## config.mk

```make
export PLATFORM = sky130hd
export DESIGN_NAME = hazard_ctrl
export DESIGN_NICKNAME = d
export VERILOG_FILES = /design/src/rtl/hazard_ctrl.sv
export SDC_FILE = /design/constraint.sdc
export NUM_CORES = 1
export LEC_CHECK = 0
export BUFFER_PORTS_ARGS = -buffer_cell sky130_fd_sc_hd__clkbuf_2
export CORE_ASPECT_RATIO = 1.2
export CORE_MARGIN = 1
export CORE_UTILIZATION = 24
export CTS_BUF_LIST = sky130_fd_sc_hd__clkbuf_4 sky130_fd_sc_hd__clkbuf_8 sky130_fd_sc_hd__clkbuf_16
export DETAILED_ROUTE_END_ITERATION = 8
export PLACE_DENSITY = 0.44
export SYNTH_ARGS = -nofsm -noshare
export SYNTH_HDL_FRONTEND = slang
export SYNTH_SLANG_ARGS = --single-unit
```

## constraint.sdc

```tcl
create_clock -name clk -period 2.1 [get_ports clk]
set_input_delay 0.315 -clock clk [delete_from_list [all_inputs] [get_ports clk]]
set_output_delay 0.315 -clock clk [all_outputs]
set_load 0.01 [all_outputs]
```

## src/rtl/hazard_ctrl.sv

```systemverilog
// Pipeline sequencing controller: RAW scoreboard stalls, redirect squash, memory freeze, halt drain.
// Build option: define HAZARD_RF_BYPASS_EN when the register file bypasses writes to same-cycle reads.
module hazard_ctrl #(
  parameter int DRAIN_CYCLES = 3
) (
  input  logic        clk,
  input  logic        rst,
  input  logic        dec_valid,
  input  logic [2:0]  dec_Rs,
  input  logic [2:0]  dec_Rt,
  input  logic        dec_useRs,
  input  logic        dec_useRt,
  input  logic        dec_writeEn,
  input  logic [2:0]  dec_writeRegSel,
  input  logic        dec_HaltPC,
  input  logic        exe_redirect,
  input  logic        mem_busy,
  output logic        pc_en,
  output logic        ftchDecEn,
  output logic        decExeEn,
  output logic        exeMemEn,
  output logic        memWbEn,
  output logic        ftchDec_flush,
  output logic        decExe_bubble,
  output logic        halted,
  output logic [15:0] stall_cnt,
  output logic        err
);

  typedef enum logic [1:0] {S_RUN, S_DRAIN, S_HALTED} state_t;

  // Scoreboard slot 0 = EX, 1 = MEM, 2 = WB.
`ifdef HAZARD_RF_BYPASS_EN
  localparam logic [2:0] CMP_MASK = 3'b011;
`else
  localparam logic [2:0] CMP_MASK = 3'b111;
`endif

  state_t      state_reg, state_next;
  logic [2:0]  v_reg, v_next;
  logic [2:0]  dst_reg [3];
  logic [2:0]  dst_next [3];
  logic [1:0]  drain_cnt_reg, drain_cnt_next;
  logic [15:0] stall_cnt_reg, stall_cnt_next;
  logic        err_reg, err_next;

  logic [2:0]  hit_rs, hit_rt;
  logic        raw, advance, ex_load;

  genvar gi;
  generate
    for (gi = 0; gi < 3; gi++) begin : g_cmp
      assign hit_rs[gi] = v_reg[gi] && (dst_reg[gi] == dec_Rs);
      assign hit_rt[gi] = v_reg[gi] && (dst_reg[gi] == dec_Rt);
    end
  endgenerate

  assign raw = dec_valid && ((dec_useRs && |(hit_rs & CMP_MASK)) ||
                             (dec_useRt && |(hit_rt & CMP_MASK)));

  assign advance = (state_reg != S_HALTED) && !mem_busy;
  assign ex_load = dec_valid && dec_writeEn && !raw && !exe_redirect;

  // Enable, flush and bubble outputs.
  always_comb begin
    pc_en         = 1'b0;
    ftchDecEn     = 1'b0;
    decExeEn      = 1'b0;
    exeMemEn      = 1'b0;
    memWbEn       = 1'b0;
    ftchDec_flush = 1'b0;
    decExe_bubble = 1'b0;
    if (!rst) begin
      ftchDec_flush = 1'b1;
    end else if (state_reg != S_HALTED) begin
      if (mem_busy) begin
        pc_en = 1'b0;
      end else if (exe_redirect) begin
        {pc_en, ftchDecEn, decExeEn, exeMemEn, memWbEn} = 5'b11111;
        ftchDec_flush = 1'b1;
        decExe_bubble = 1'b1;
      end else if (raw) begin
        {decExeEn, exeMemEn, memWbEn} = 3'b111;
        decExe_bubble = 1'b1;
      end else begin
        {pc_en, ftchDecEn, decExeEn, exeMemEn, memWbEn} = 5'b11111;
      end
      // While draining, fetch is stopped and nothing new enters decode.
      if (state_reg == S_DRAIN) begin
        pc_en         = 1'b0;
        ftchDec_flush = 1'b1;
      end
    end
  end

  // Registered state: scoreboard, halt FSM, counters, sticky error.
  always_comb begin
    state_next     = state_reg;
    v_next         = v_reg;
    dst_next       = dst_reg;
    drain_cnt_next = drain_cnt_reg;
    stall_cnt_next = stall_cnt_reg;
    err_next       = err_reg;

    if (advance) begin
      v_next      = {v_reg[1:0], ex_load};
      dst_next[2] = dst_reg[1];
      dst_next[1] = dst_reg[0];
      dst_next[0] = dec_writeRegSel;
      if (raw && !exe_redirect && (stall_cnt_reg != 16'hFFFF))
        stall_cnt_next = stall_cnt_reg + 16'd1;
    end

    unique case (state_reg)
      S_RUN: begin
        if (advance && !exe_redirect && !raw && dec_valid && dec_HaltPC) begin
          state_next     = S_DRAIN;
          drain_cnt_next = 2'd0;
        end
      end
      S_DRAIN: begin
        if (dec_valid && dec_HaltPC)
          err_next = 1'b1;
        if (advance) begin
          if (drain_cnt_reg == 2'(DRAIN_CYCLES - 1))
            state_next = S_HALTED;
          else
            drain_cnt_next = drain_cnt_reg + 2'd1;
        end
      end
      S_HALTED: begin
        if (exe_redirect)
          err_next = 1'b1;
      end
      default: state_next = S_RUN;
    endcase
  end

  always_ff @(posedge clk or negedge rst) begin
    if (!rst) begin
      state_reg     <= S_RUN;
      v_reg         <= 3'b000;
      dst_reg       <= '{3'd0, 3'd0, 3'd0};
      drain_cnt_reg <= 2'd0;
      stall_cnt_reg <= 16'd0;
      err_reg       <= 1'b0;
    end else begin
      state_reg     <= state_next;
      v_reg         <= v_next;
      dst_reg       <= dst_next;
      drain_cnt_reg <= drain_cnt_next;
      stall_cnt_reg <= stall_cnt_next;
      err_reg       <= err_next;
    end
  end

  assign halted    = (state_reg == S_HALTED);
  assign stall_cnt = stall_cnt_reg;
  assign err       = err_reg;

endmodule

```

==> summary.txt, run 1 <==
Outcome
  – Outcome: finished with violations
  – Failing checks: setup timing

Worst setup path
  – Critical-path top delay cell: dfrtp_1
  – Crit path cell chain: xnor2_1 -> nand4_1 -> a31oi_2 -> buf_4 -> o21ai_2 -> and2_1 -> nor2b_1 -> buf_2
  – CP endpoint kind: primary output
  – Critical path launch point type: flop
  – Reg2reg path depth: 9
  – Reg2reg start: dst_reg[8]
  – Delay-heaviest family, CP: flip-flops
  – Worst Path Arrival: approximately 1.9 ns
  – Crit Path Category: reg -> out
  – Instance count on the critical path: 8
  – R2r setup slk: 0.09 ns
  – Crit path buf inv count: 2
  – Crit path required time: roughly 1.8 ns
  – Delay of the slowest critical-path stage: 0.43 ns
  – R2r endpoint: stall_cnt[4]
  – CP Max Fanout: 4

Timing
  – Worst Slack Setup Final: -0.0936 ns
  – Slew HR: 0.710
  – RSZ-0062 raised after global routing: true
  – Pin slew with the least headroom to its limit: 0.435 ns
  – Setup violators final: 3
  – Final Hold Fails: 0
  – Max-slew violations: 0
  – Tmin final: 2.19 ns
  – Final worst path period share: 1.04
  – Clock Skews: 0.00698 ns
  – Maximum clock rate: 0.456 GHz

Hold path
  – Worst hold-check path type: in -> async

Detailed routing
  – Via count: ~1400
  – Initial DRT Pass Iterations: 4
  – WL/cell: 12.9 um
  – DRT antenna net count: 0
  – Vias per cell: 4.41
  – Drt total wl: between 4 and 5 mm
  – Drc violations: 0
  – First DRT Iteration DRCs: 73

Power
  – Leakage: roughly 1.1 nW
  – Pwr dens: 894 nW/um2
  – Total power: 2.09 mW
  – VDD IR max: 0.249 mV

CTS
  – Clk sinks: 33
  – Latest clock arrival within the worst-skew pair: 0.29 ns
  – Clock tree root buffer cell: clkbuf_8
  – Clock-pin slew on the worst setup and hold paths: 0.07 ns
  – CTS tree: done
  – Clk buf depth: 2
  – Total CTS buffers: 5
  – H-tree levels: 2
  – # hold bufs at CTS: 0

Global route
  – Initial antenna violation count: 0
  – Vias in the first global route: 1398
  – Largest net degree at the start of global routing: 34
  – First-pass GRT wire length: 6.89 mm
  – Total gr overflow: 0
  – Tot GR Track Use: 0.120

Yosys
  – Synth Cell Area: approximately 1700 um2
  – Register area share after synthesis: 0.473
  – Post-synthesis register bit count: 33
  – Synth Warn #: 0
  – Post-Syn Instances: 163
  – Post-synthesis area per instance: 10.7 um2
  – Syn Nets: 183
  – Cell variety after synth: 33

Place
  – DP Area: about 2200 um2
  – Dpl hpwl: around 3.1 mm
  – PortBufs: 42
  – GP Congestion: between 0.7 and 0.8

Floorplan
  – Row count: 33
  – Width of the die: 79.9 um
  – Area of the die: 7620 um2
  – Core area: 6940 um2
  – Initial Utilization: 0.252
  – Die H: 95.5 um
  – Top Ports: 43

Finish
  – Ant. Diodes: 0
  – Sequential standard cell area: 827 um2
  – Multi-input gate area: 885 um2
  – Most frequent cells in the layout: clkbuf_2, dfrtp_1, xnor2_1, buf_4
  – Final #Nets: 250
  – Share of cells above drive strength 1: 0.394
  – Fill count: ~750
  – Max reg flops: 16
  – Area growth syn-to-layout: 33.6%
  – Post-route cell area: roughly 2300 um2
  – Most common cell after layout, fill and taps aside: clkbuf_2

Flow run
  – Max cap viols: 0
power breakdown:
group | switching (mW) | leakage, nW | internal, mW
combinational | 0.273 | 0.670 | 0.355
clock | 0.235 | 0.0542 | 0.296
sequential | 0.150 | 0.418 | 0.778
through the flow:
step / worst slack [ns] / cells / util / TNS (ns) / hold slack (ns)
2_1_floorplan: 0.167 / 163 / - / 0 / 0.0194
3_3_place_gp: 0.0541 / 304 / 0.311 / 0 / 0.454
3_5_place_dp: 0.0190 / 304 / 0.311 / 0 / 0.453
4_1_cts: -0.0795 / 313 / 0.328 / -0.161 / 0.130
5_1_grt: -0.214 / 318 / 0.336 / -0.557 / 0.162
6_report: -0.0936 / 318 / 0.336 / -0.172 / 0.121
layer usage:
layer  track usage  up-vias  routed length (um)
li1              -      703                   -
met1         0.148      662                1830
met2         0.197       31                2020
met3        0.0297        5                 184
met4        0.0536        0                  57
met5             0        -                   0
Yosys cell counts:
cell type	number	area, um2
nor3_1	8	40.0
buf_4	2	15.0
and2_1	3	18.8
a221o_1	1	10.0
nor4_1	3	18.8
o21ai_2	1	8.76
mux2_2	11	124
inv_1	8	30.0
nand2_1	11	41.3
o22ai_1	1	6.26
nand4_4	1	21.3
o21ai_0	4	20.0
a21o_1	1	7.51
buf_6	1	11.3
a21boi_0	1	7.51
o311a_1	1	10.0
and4_1	1	8.76
clkbuf_1	1	3.75
nand3_1	5	25.0
dfrtp_1	33	826
a31oi_1	2	12.5
and4_2	1	10.0
o21a_1	1	7.51
xor2_1	11	96.3
mux2_1	1	11.3
nor2b_1	5	31.3
ha_1	2	25.0
nand4_1	9	56.3
a21oi_1	1	5.00
nor2_1	8	30.0
a31o_2	1	8.76
or3_1	1	6.26
xnor2_1	22	193
how the worst max path moves through the flow:
stage | startpoint | slack (ns) | end
6_report | dst_reg[8] | -0.09 | pc_en
5_1_grt | dst_reg[5] | -0.21 | pc_en
3_3_place_gp | dst_reg[6] | 0.05 | stall_cnt[1]
4_1_cts | dst_reg[6] | -0.08 | stall_cnt[1]
2_1_floorplan | stall_cnt[4] | 0.17 | stall_cnt[1]
3_5_place_dp | dst_reg[6] | 0.02 | stall_cnt[1]
area by class of cell:
class,count,share of cell area
multi-input cells,118,0.379
flip-flops and latches,33,0.354
repair buffers,64,0.164
well taps,87,0.0466
clock buffers,7,0.0413
inverters,8,0.0129
clock inverters,1,0.00214
logic make-up after synthesis:
kind of cell,after synthesis,synth area share
flops,33,0.473
fa+ha+maj,2,0.0143
buf+inv,12,0.0344
mux,12,0.0774
simple gates,56,0.176
xor+xnor,33,0.165
compound gates,15,0.0595
timing repair:
action                     CTS  global route
setup endpoints to repair    3            11
gates resized for setup      3             7
gates cloned                 0             0
pin swaps                    4            12
buffers inserted             1             5
worst reg2reg max path, stage by stage, from the launching register on:
cell and delay [ns]:
dfrtp_1 0.43, xnor2_1 0.18, nand4_1 0.11, a31oi_2 0.21
buf_4 0.16, buf_4 0.11, o21ai_4 0.11, buf_4 0.16
or3_1 0.31, xnor2_1 0.13
(Power assumes the default switching activity.)
==> inputs of run 2 (changes only) <==
Settings changed: HOLD_SLACK_MARGIN from default to 0.15, RECOVER_POWER from default to 100.
==> summary.txt, run 2 (same netlist as run 1, synthesis figures left out) <==
Timing
  – Max-slew violations: 0
  – Setup TNS: -0.167 ns
  – Tmin final: approximately 2.2 ns
  – Slew HR: 0.440
  – Clock Skews: 0.00628 ns
  – Final Hold Fails: 0
  – Worst Slack Setup Final: -0.0921 ns
  – Final worst path period share: 1.04
  – RSZ-0062 raised after global routing: true
  – Pin slew with the least headroom to its limit: approximately 0.84 ns
  – Maximum clock rate: 0.456 GHz
  – Setup violators final: 3

Finish
  – Most frequent cells in the layout: dfrtp_1, clkbuf_1, xnor2_1, clkbuf_2, buf_4
  – Most common cell after layout, fill and taps aside: dfrtp_1
  – Share of cells above drive strength 1: 0.293
  – Fill count: roughly 760
  – Finished Layout Cells: ~320
  – Core Util, Final: 0.332
  – Final #Nets: approximately 250
  – Area growth syn-to-layout: 31.7%
  – Max reg flops: 16
  – Ant. Diodes: 0

Hold path
  – WHS Path Cells: 3
  – Worst hold-check path type: in -> reg

Worst setup path
  – Reg2reg path depth: 9
  – CP Max Fanout: 4
  – Crit path required time: 1.78 ns
  – Reg2reg start: dst_reg[8]
  – R2r endpoint: stall_cnt[4]
  – R2r setup slk: 0.09 ns
  – Critical Path Sink: pc_en
  – Critical Path Source: dst_reg[8]
  – Worst Path Arrival: between 1.5 and 2 ns
  – Crit Path Category: reg -> out
  – Critical path launch point type: flop
  – CP endpoint kind: primary output

CTS
  – H-tree levels: 2
  – Clk sinks: 33
  – Total CTS buffers: 5
  – Clock-pin slew on the worst setup and hold paths: 0.07 ns
  – Clk buf depth: 2
  – Latest clock arrival within the worst-skew pair: 0.29 ns
  – CTS tree: done
  – Clock tree root buffer cell: clkbuf_8

Floorplan
  – Top Ports: 43
  – Row count: 33
  – Die H: 95.5 um
  – Core area: slightly below 7000 um2
  – Initial Utilization: 0.252
  – Area of the die: 7620 um2
  – Width of the die: roughly 80 um

Place
  – PortBufs: 42
  – GP Congestion: 0.751
  – DP Worst Slack: 0.0190 ns
  – Placed instance count: 304
  – Dpl hpwl: 3.06 mm

Global route
  – Largest net degree at the start of global routing: 34
  – First-pass GRT wire length: 6.90 mm
  – Vias in the first global route: 1402
  – Total gr overflow: 0
  – Tot GR Track Use: 0.120
  – Initial antenna violation count: 0

Detailed routing
  – First DRT Iteration DRCs: 62
  – WL/cell: 13.0 um
  – Drc violations: 0
  – Initial DRT Pass Iterations: 4
  – Vias per cell: 4.42
  – DRT antenna net count: 0
  – Drt total wl: slightly above 4 mm
  – Via count: 1409

Power
  – Total power: 2.07 mW
  – Leakage: 1.07 nW
  – VDD IR max: 0.246 mV
  – Pwr dens: between 800 and 900 nW/um2

Outcome
  – Outcome: finished with violations
  – Failing checks: setup timing

Flow run
  – Max cap viols: 0
==> run 2: timing repair <==
| item | CTS | global route |
|---|---|---|
| setup endpoints to repair | 3 | 11 |
| hold buffers | 1 | 0 |
| resized for setup | 3 | 7 |
| hold endpoints to repair | 33 | 0 |
| pin swaps | 4 | 12 |
| setup buffers | 1 | 5 |
==> run 2: metal layers <==
layer | wire [um] | vias up | track usage
met5 | 0 | - | 0
met4 | 77 | 0 | 0.0536
met3 | 191 | 7 | 0.0297
met2 | 2040 | 32 | 0.197
met1 | 1830 | 664 | 0.148
li1 | - | 706 | -
==> run 2: critical path, cell delays in order (launching register included) <==
cell and delay (ns):
dfrtp_1 0.43, xnor2_1 0.17, nand4_1 0.12, a31oi_2 0.22, buf_4 0.16, o21ai_2 0.05, and2_1 0.17, nor2b_1 0.12
buf_2 0.15
==> run 2: worst min-delay path by stage <==
stage                     slack [ns]                to          startpoint
after floorplan                 0.02  drain_cnt_reg[0]                 rst
after global placement          0.45     stall_cnt[14]                 rst
after detailed placement        0.45      state_reg[1]                 rst
after CTS                       0.25          v_reg[0]         dec_writeEn
after global routing            0.25        dst_reg[8]  dec_writeRegSel[2]
final                           0.25          v_reg[0]         dec_writeEn
==> run 2: final cells by class <==
type,count,area (um2),share of cell area
Sequential cell,33,827,0.360
Multi-Input combinational cell,118,885,0.385
Inverter,8,30.0,0.0131
Clock buffer,7,96.3,0.0419
Timing Repair Buffer,65,348,0.151
Clock inverter,1,5.00,0.00218
Tap cell,87,109,0.0473
==> run 2: stage by stage <==
stage / instance area (um2) / hold slack [ns]
finish: 2300 / 0.250
global route: 2300 / 0.248
CTS: 2280 / 0.250
detailed placement: 2160 / 0.453
global placement: 2160 / 0.454
floorplan: 1750 / 0.0194
==> run 2: report_power, final <==
group,switching [mW],internal [mW]
sequential,0.150,0.778
combinational,0.275,0.335
clock,0.233,0.296
==> inputs of run 3 (changes only) <==
Settings changed: ABC_AREA from default to 1.
==> summary.txt, run 3 <==
Yosys
  – Mux contribution to synthesized area: 0
  – Post-Syn Instances: 276
  – Simple-Gate Fraction of Synth Area: 0.368
  – Cell variety after synth: 25
  – Post-synthesis register bit count: 33
  – Most instantiated cells after synthesis: nand2_1, dfrtp_1, nor2_1
  – Post-synthesis area per instance: roughly 7 um2
  – XOR/XNOR Fraction of Synth Area: 0.0627
  – Compound-cell area share of the yosys netlist: 0.0531
  – Synth Warn #: 0
  – Post-Synth Adder-Cell Area: 0.0128
  – Syn Nets: 296
  – Dominant synthesized flop cell: dfrtp_1
  – Most numerous cell in the Yosys netlist: nand2_1
  – Register area share after synthesis: 0.423
  – Synth top area cells: dfrtp_1, nand2_1, nor2_1, xor2_1, inv_1
  – Synth Cell Area: 1950 um2
  – Largest family of logic cells by synthesized area: simple AND/OR/NAND/NOR gates
  – Post-synth EDFFs: 0
  – Yosys top cell by area: dfrtp_1
  – Synth async-reset ratio: 1.00
  – Post-synth top area share: 0.423

Finish
  – Most common cell after layout, fill and taps aside: nand2_1
  – Core Util, Final: 0.312
  – Share of cells above drive strength 1: 0.196
  – Fill count: 891
  – Most frequent cells in the layout: nand2_1, dfrtp_1, nor2_1
  – Multi-input gate area: just under 1000 um2
  – Ant. Diodes: 0
  – Final #Nets: 351
  – Sequential standard cell area: 827 um2
  – Area growth syn-to-layout: 24.5%
  – Max reg flops: 16

CTS
  – Clk sinks: 33
  – Latest clock arrival within the worst-skew pair: 0.28 ns
  – Clock-pin slew on the worst setup and hold paths: 0.07 ns
  – H-tree levels: 2
  – CTS tree: done
  – Clk buf depth: 2
  – Total CTS buffers: 5
  – Clock tree root buffer cell: clkbuf_8

Power
  – VDD IR max: between 0.2 and 0.3 mV
  – NetSw: 0.312 mW
  – Internal: 0.978 mW
  – Power share of the combinational group: 0.079
  – Clock power share: 0.413
  – Leakage: 1.24 nW
  – Pwr dens: 530 nW/um2
  – Sw Ratio: 0.242
  – Flop pwr share: 0.508

Timing
  – Final Hold Fails: 0
  – Maximum clock rate: 0.517 GHz
  – Pin slew with the least headroom to its limit: 0.471 ns
  – RSZ-0062 raised after global routing: true
  – Tmin final: about 1.9 ns
  – Worst Slack Setup Final: approximately 0.16 ns
  – Clock Skews: 0.00717 ns
  – Max-slew violations: 0
  – Fin Hold WS: 0.246 ns
  – Final worst path period share: 0.922
  – Setup violators final: 0
  – Slew HR: 0.686

Worst setup path
  – Crit Path Category: reg -> out
  – Worst Path Arrival: 1.62 ns
  – Critical-path top delay cell: dfrtp_1
  – Delay of the slowest critical-path stage: 0.42 ns
  – CP endpoint kind: primary output
  – CP Max Fanout: 5
  – Crit path required time: 1.78 ns
  – Critical path launch point type: flop
  – Crit path cell chain: inv_2 -> nand2_1 -> nand2_1 -> nor2_1 -> nand2_1 -> nand3_1 -> nand2_1 -> nand2_2 -> a21oi_2 -> nor3_2 -> buf_2
  – Crit path buf inv count: 2
  – Most used cell, CP: nand2_1
  – Delay-heaviest family, CP: simple AND/OR/NAND/NOR gates

Global route
  – Total gr overflow: 0
  – First-pass GRT wire length: between 8 and 9 mm
  – Largest net degree at the start of global routing: 34
  – Vias in the first global route: 1778
  – Tot GR Track Use: 0.126
  – Initial antenna violation count: 0

Floorplan
  – Row count: 35
  – Die H: 101 um
  – Initial Utilization: 0.251
  – Width of the die: 84.4 um
  – Area of the die: about 8500 um2
  – Core area: about 8000 um2
  – Top Ports: 43

Flow run
  – Max cap viols: 0

Detailed routing
  – Vias per cell: about 4.4
  – First DRT Iteration DRCs: 51
  – Met2 Routed Length: 2.39 mm
  – WL/cell: 11.7 um
  – Drt total wl: 4.98 mm
  – Highest Signal Layer: met4
  – Met1 WL: roughly 2.4 mm
  – Via count: around 1900
  – Drc violations: 3
  – Met3 Wirelength: 187 um
  – Initial DRT Pass Iterations: 8
  – DRT antenna net count: 0

Outcome
  – Outcome: finished with violations
  – Failing checks: DRC

Place
  – PortBufs: between 40 and 50
  – DP Worst Slack: 0.117 ns
  – Dpl hpwl: 3.82 mm
  – GP Congestion: 0.800

Hold path
  – Worst hold-check path type: in -> reg
[run 3: routing by layer]
layer	GRT usage	vias up
li1	-	969
met1	0.161	845
met2	0.207	39
met3	0.0246	2
met4	0.0587	0
met5	0	-
[run 3: final timing paths]
check	start	end	slack (ns)	depth (start not counted)
setup / recovery	dst_reg[4]	decExe_bubble	0.16	11
hold / removal	dec_writeRegSel[1]	dst_reg[7]	0.25	3
setup reg to reg	stall_cnt[1]	stall_cnt[4]	0.25	10
hold reg to reg	drain_cnt_reg[1]	drain_cnt_reg[1]	0.49	2
max in group asynchronous	rst	dst_reg[7]	1.11	3
min in group asynchronous	rst	stall_cnt[13]	0.65	3
[run 3: logic make-up (layout without fill, tap and decap cells)]
kind of cell             after synthesis  after routing
AND/OR/NAND/NOR                      169            169
adder cells (fa/ha/maj)                2              2
AO/OA/AOI/OAI                         20             20
XOR/XNOR                              14             14
buffers and inverters                 38             94
flip-flops                            33             33
[run 3: what timing repair did]
| item | 4_1_cts | 5_1_grt |
|---|---|---|
| resized for setup | 3 | 13 |
| hold buffers | 1 | 0 |
| endpoints found under the setup margin | 2 | 11 |
| pin swaps | 3 | 3 |
| hold endpoints to repair | 25 | 0 |
| buffers inserted | 1 | 4 |
[run 3: through the flow]
| stage | std cells | TNS [ns] | instance area [um2] | total power, mW |
|---|---|---|---|---|
| after floorplan | 276 | 0 | 1950 | 0.711 |
| after global routing | 424 | -0.0205 | 2430 | 1.37 |
| final | 424 | 0 | 2430 | 1.29 |
| after CTS | 420 | 0 | 2410 | 1.32 |
| after global placement | 410 | 0 | 2280 | 0.765 |
| after detailed placement | 410 | 0 | 2280 | 0.766 |
[run 3: cell type report]
type / instances / share of cell area
clock buffer: 7 / 0.0396
clock inverter: 1 / 0.00206
inverter: 33 / 0.0519
multi-input combinational: 205 / 0.408
sequential: 33 / 0.340
tap: 92 / 0.0473
timing repair buffer: 53 / 0.112
[run 3: worst reg2reg max path, delay by kind of cell, from the launching register on]
family / cells / cell delay (ns)
AO/OA/AOI/OAI: 1 / 0.16
XOR/XNOR: 1 / 0.15
adder cells (fa/ha/maj): 1 / 0.17
buffers and inverters: 2 / 0.23
flip-flops: 1 / 0.39
AND/OR/NAND/NOR: 5 / 0.64
[run 3: power groups by stage]
| stage | Sequential, mW | Clock [mW] | Combinational (mW) |
|---|---|---|---|
| after floorplan | 0.665 | 0 | 0.0462 |
| after global placement | 0.667 | 0 | 0.0984 |
| after detailed placement | 0.667 | 0 | 0.0989 |
| after CTS | 0.655 | 0.564 | 0.102 |
| after global routing | 0.657 | 0.589 | 0.120 |
| final | 0.656 | 0.532 | 0.102 |
